--- config.mk ---
export PLATFORM = sky130hd
export DESIGN_NAME = logic_sweep_delay
export DESIGN_NICKNAME = d
export VERILOG_FILES = /design/src/rtl/logic_sweep_delay.sv
export SDC_FILE = /design/constraint.sdc
export NUM_CORES = 1
export LEC_CHECK = 0
export ABC_CLOCK_PERIOD_IN_PS = 800
export CORE_AREA = 2 2 39 41
export DETAILED_ROUTE_END_ITERATION = 6
export DIE_AREA = 0 0 41 43
export HOLD_SLACK_MARGIN = 0.02
export PLACE_DENSITY = 0.49
export SLEW_MARGIN = 25
export SYNTH_ARGS = -nofsm -noshare
export SYNTH_HDL_FRONTEND = slang
export SYNTH_SLANG_ARGS = --single-unit
--- constraint.sdc ---
create_clock -name clk -period 0.8 [get_ports clk]
set_input_delay 0.24 -clock clk [delete_from_list [all_inputs] [get_ports clk]]
set_output_delay 0.24 -clock clk [all_outputs]
set_load 0.05 [all_outputs]
--- src/rtl/logic_sweep_delay.sv ---
// Valid+data shift register that aligns {idx, expected} with the
// result coming back from the logic unit under test.
module logic_sweep_delay #(
  parameter int DEPTH = 1,
  parameter int DW    = 8
) (
  input  logic          clk,
  input  logic          rst,
  input  logic          in_valid,
  input  logic [DW-1:0] in_data,
  output logic          out_valid,
  output logic [DW-1:0] out_data
);

  logic          vld [DEPTH];
  logic [DW-1:0] dat [DEPTH];

  always_ff @(posedge clk or posedge rst) begin
    if (rst) begin
      for (int i = 0; i < DEPTH; i++) begin
        vld[i] <= 1'b0;
        dat[i] <= '0;
      end
    end else begin
      vld[0] <= in_valid;
      dat[0] <= in_data;
      for (int i = DEPTH - 1; i > 0; i--) begin
        vld[i] <= vld[i-1];
        dat[i] <= dat[i-1];
      end
    end
  end

  assign out_valid = vld[DEPTH-1];
  assign out_data  = dat[DEPTH-1];

endmodule

=== After elaboration in Yosys (flattened, before gate mapping) ===
Index checks and enable logic that the tools add are counted.

* Add/sub/neg operators: 0
* $mul: 0
* Div/mod/pow operators: 0
* Order comparisons: 0
* Equality and inequality tests: 0
* Shift operators: 0
* Multiplexer cells: 0
* Bitwise logic cells: 0
* Reductions and logical operators: 0

* Flip-flop bits (word level): 9
* Latch bits: 0
* Memory bits (writable): 0
* Bits in read-only memories: 0
* Logic and storage cells: 2
* Memories: 0

=== Depth between registers and ports, before layout ===
* Depth after elaboration: 0
* Gate-level depth with buffers: 1

=== Least setup slack after synthesis ===
OpenSTA, ideal clock, no wires.

* Kind: register to output
* Start point: reg dat, in the netlist out_data[0]
* End point: out out_data[0]
* Data arrival time: 0.586 ns
* Required time: 0.560 ns
* Slack: -0.026 ns
* Cell stages (with the launch flop): 1
* Path buffers: 0
* Cell sequence: dfrtp_1

{| class="wikitable"
|+ RTL lines
! item !! RTL line !! text
|-
| from (decl) || 16 || <nowiki>logic [DW-1:0] dat [DEPTH];</nowiki>
|-
| from (signal, indexed assignment) || 29 || <nowiki>dat[i] <= dat[i-1];</nowiki>
|-
| to (decl) || 12 || <nowiki>output logic [DW-1:0] out_data</nowiki>
|}

No word-level cell between the ends.

=== Worst setup path after layout ===
* Start point: reg dat, in the netlist out_data[6]
* End point: out out_data[6]

No word-level cell between the ends.

==> reports/qor.txt <==
Status: finished, violations left
Failing checks: setup timing
Mapped Area: 229.0 µm²
Critical-path top delay cell: dfrtp_2
Layout area overhead: 156.3%
Cts repair resizes: 0
CTS sink count: 9
Via count: 167
Tcrit/Tclk final: 132.4%
Comb_multi_in: 0
CP required: 0.56 ns
CTS clk-pin slew, worst paths: 0.06 ns
WL final: 575 µm
Worst EP arrival: 0.82 ns
Fraction of layout cells with a size suffix above 1: 64.71%
Largest net degree at the start of global routing: 10
Gp weighted congestion: 0.5415
Htree depth: 1
CTS root buffer: clkbuf_4
Cell count along the critical path: 1
Worst setup path startpoint: out_data[6]$_DFF_PP0_
Footprint of the multi-input gates: 0 µm²
Hold Vio Cnt, Final: 0
Syn Area/Cell: 22.90 µm²
CP top delay family: flip-flops
Tot GR Track Use: 8.316%
WS Path Type: reg2out
IO buf count: 19
Setup crit start kind: flip-flop
Final setup fails: 9
Library cells used by synthesis: 2
VDD IR max: 0.7291 mV
Final min period: 1.059 ns
FMAX: 943.8 MHz
Antenna fix cells: 0
Initial core utilization: 16.55%
Remaining antenna violation count: 0
Filler cell count: 125
NumNets Final: 46
Wire per inst: 11.50 µm
Avg Vias per Cell: 3.340
Die Wd: 41 µm
Seq cells post-synth: 9
Pins Over Slew Limit: 0
Post-Syn Nets: 21
PD cells: 1863 mW/mm²
Worst-path cell chain: buf_12
Initial antenna violation count: 0
Post-DP HPWL: 484.9 µm
Sequential-to-total area share from yosys stat: 98.36%
Max Cap Viol: 0
Max incr delay on CP: 0.41 ns
Critical Path Sink: out_data[6]
Kind of path behind the tightest hold check: in2async
Worst path bufs/invs: 1
Longest Clk Path Bufs: 2
Total CTS buffers: 3
CP Max Fanout: 1
Die ar.: 0.001763 mm²
Final instance area: 586.8 µm²
Fin worst setup slack: -0.2595 ns
Hold WS: 0.2834 ns
Vias in the first global route: 201
DRC viols: 0
Post-synthesis instance total: 10
GRT overflow: 0
Leak: 0.2493 nW
Hold-fix buffers, CTS: 0
FP Rows: 14
RSZ-0062 raised after global routing: yes
Total core area: 0.001384 mm²
DP Area: 560.5 µm²
Die height: 43 µm
I/O pins: 20
Worst-Margin Slew: 0.09685 ns
First-pass GRT wire length: 876 µm
Drt initial violations: 0
Syn. warnings: 0
Endpoint class of the critical path: primary output
1st-pass router iterations: 1
CTS tree: yes
Relative slew slack: 93.54%
==> how the worst min path moves through the flow <==
stage / endpoint / startpoint / cells past startpoint
6_report: out_data[1]$_DFF_PP0_ / rst / 3
4_1_cts: out_data[1]$_DFF_PP0_ / rst / 3
2_1_floorplan: out_data[0]$_DFF_PP0_ / rst / 1
3_5_place_dp: out_data[1]$_DFF_PP0_ / rst / 3
3_3_place_gp: out_data[1]$_DFF_PP0_ / rst / 3
5_1_grt: out_valid$_DFF_PP0_ / rst / 3
==> kinds of logic after synthesis <==
group and share of synthesized area (%):
flops 98.36, buf+inv 1.638
==> cell usage after synthesis <==
cell type  instances  area share [%]
inv_1              1             1.6
dfrtp_1            9              98
==> stage by stage <==
| stage | setup slack, ns | util [%] | power [mW] | setup TNS [ns] | cells |
|---|---|---|---|---|---|
| floorplan | 0.07532 | - | 0.5893 | 0 | 10 |
| global placement | 0.01478 | 40.51 | 0.7629 | 0 | 46 |
| detailed placement | 0.005807 | 40.51 | 0.7642 | 0 | 46 |
| CTS | -0.2751 | 42.41 | 1.109 | -2.374 | 50 |
| global route | -0.2861 | 42.41 | 1.141 | -2.504 | 50 |
| finish | -0.2595 | 42.41 | 1.093 | -2.276 | 50 |
==> where the power goes <==
group,switching (mW),internal (mW)
Sequential,0.0191,0.483
Combinational,0.110,0.141
Clock,0.149,0.192
Total,0.278,0.815
==> state kept, by name (all words and copies together), names as in the netlist <==
register and flops:
out_data 8, out_valid 1
==> repair_timing <==
item	in CTS	in global routing
pin swaps	0	0
endpoints found under the hold margin	0	0
buffers inserted	0	0
endpoints found under the setup margin	9	9
==> cells in the final DEF, fill, tap and decap left out <==
cell,count
dfrtp_2,9
buf_12,10
inv_1,1
clkdlybuf4s50_1,10
clkbuf_1,1
clkbuf_4,3
==> metal layers <==
layer / track usage, % / wire, µm / vias up
li1: - / - / 76
met1: 6.645 / 176 / 71
met5: 0 / 0 / -
met2: 12.50 / 263 / 18
met4: 8.000 / 4 / 0
met3: 5.236 / 130 / 2
==> final cells by class <==
class                 count  area [µm²]  share of cell area (%)
Tap cell                 16       20.02                   3.412
Clock buffer              4       26.28                   4.478
Inverter                  1       3.754                  0.6397
Timing Repair Buffer     20       300.3                   51.17
Sequential cell           9       236.5                   40.30
(Power assumes the default switching activity.)
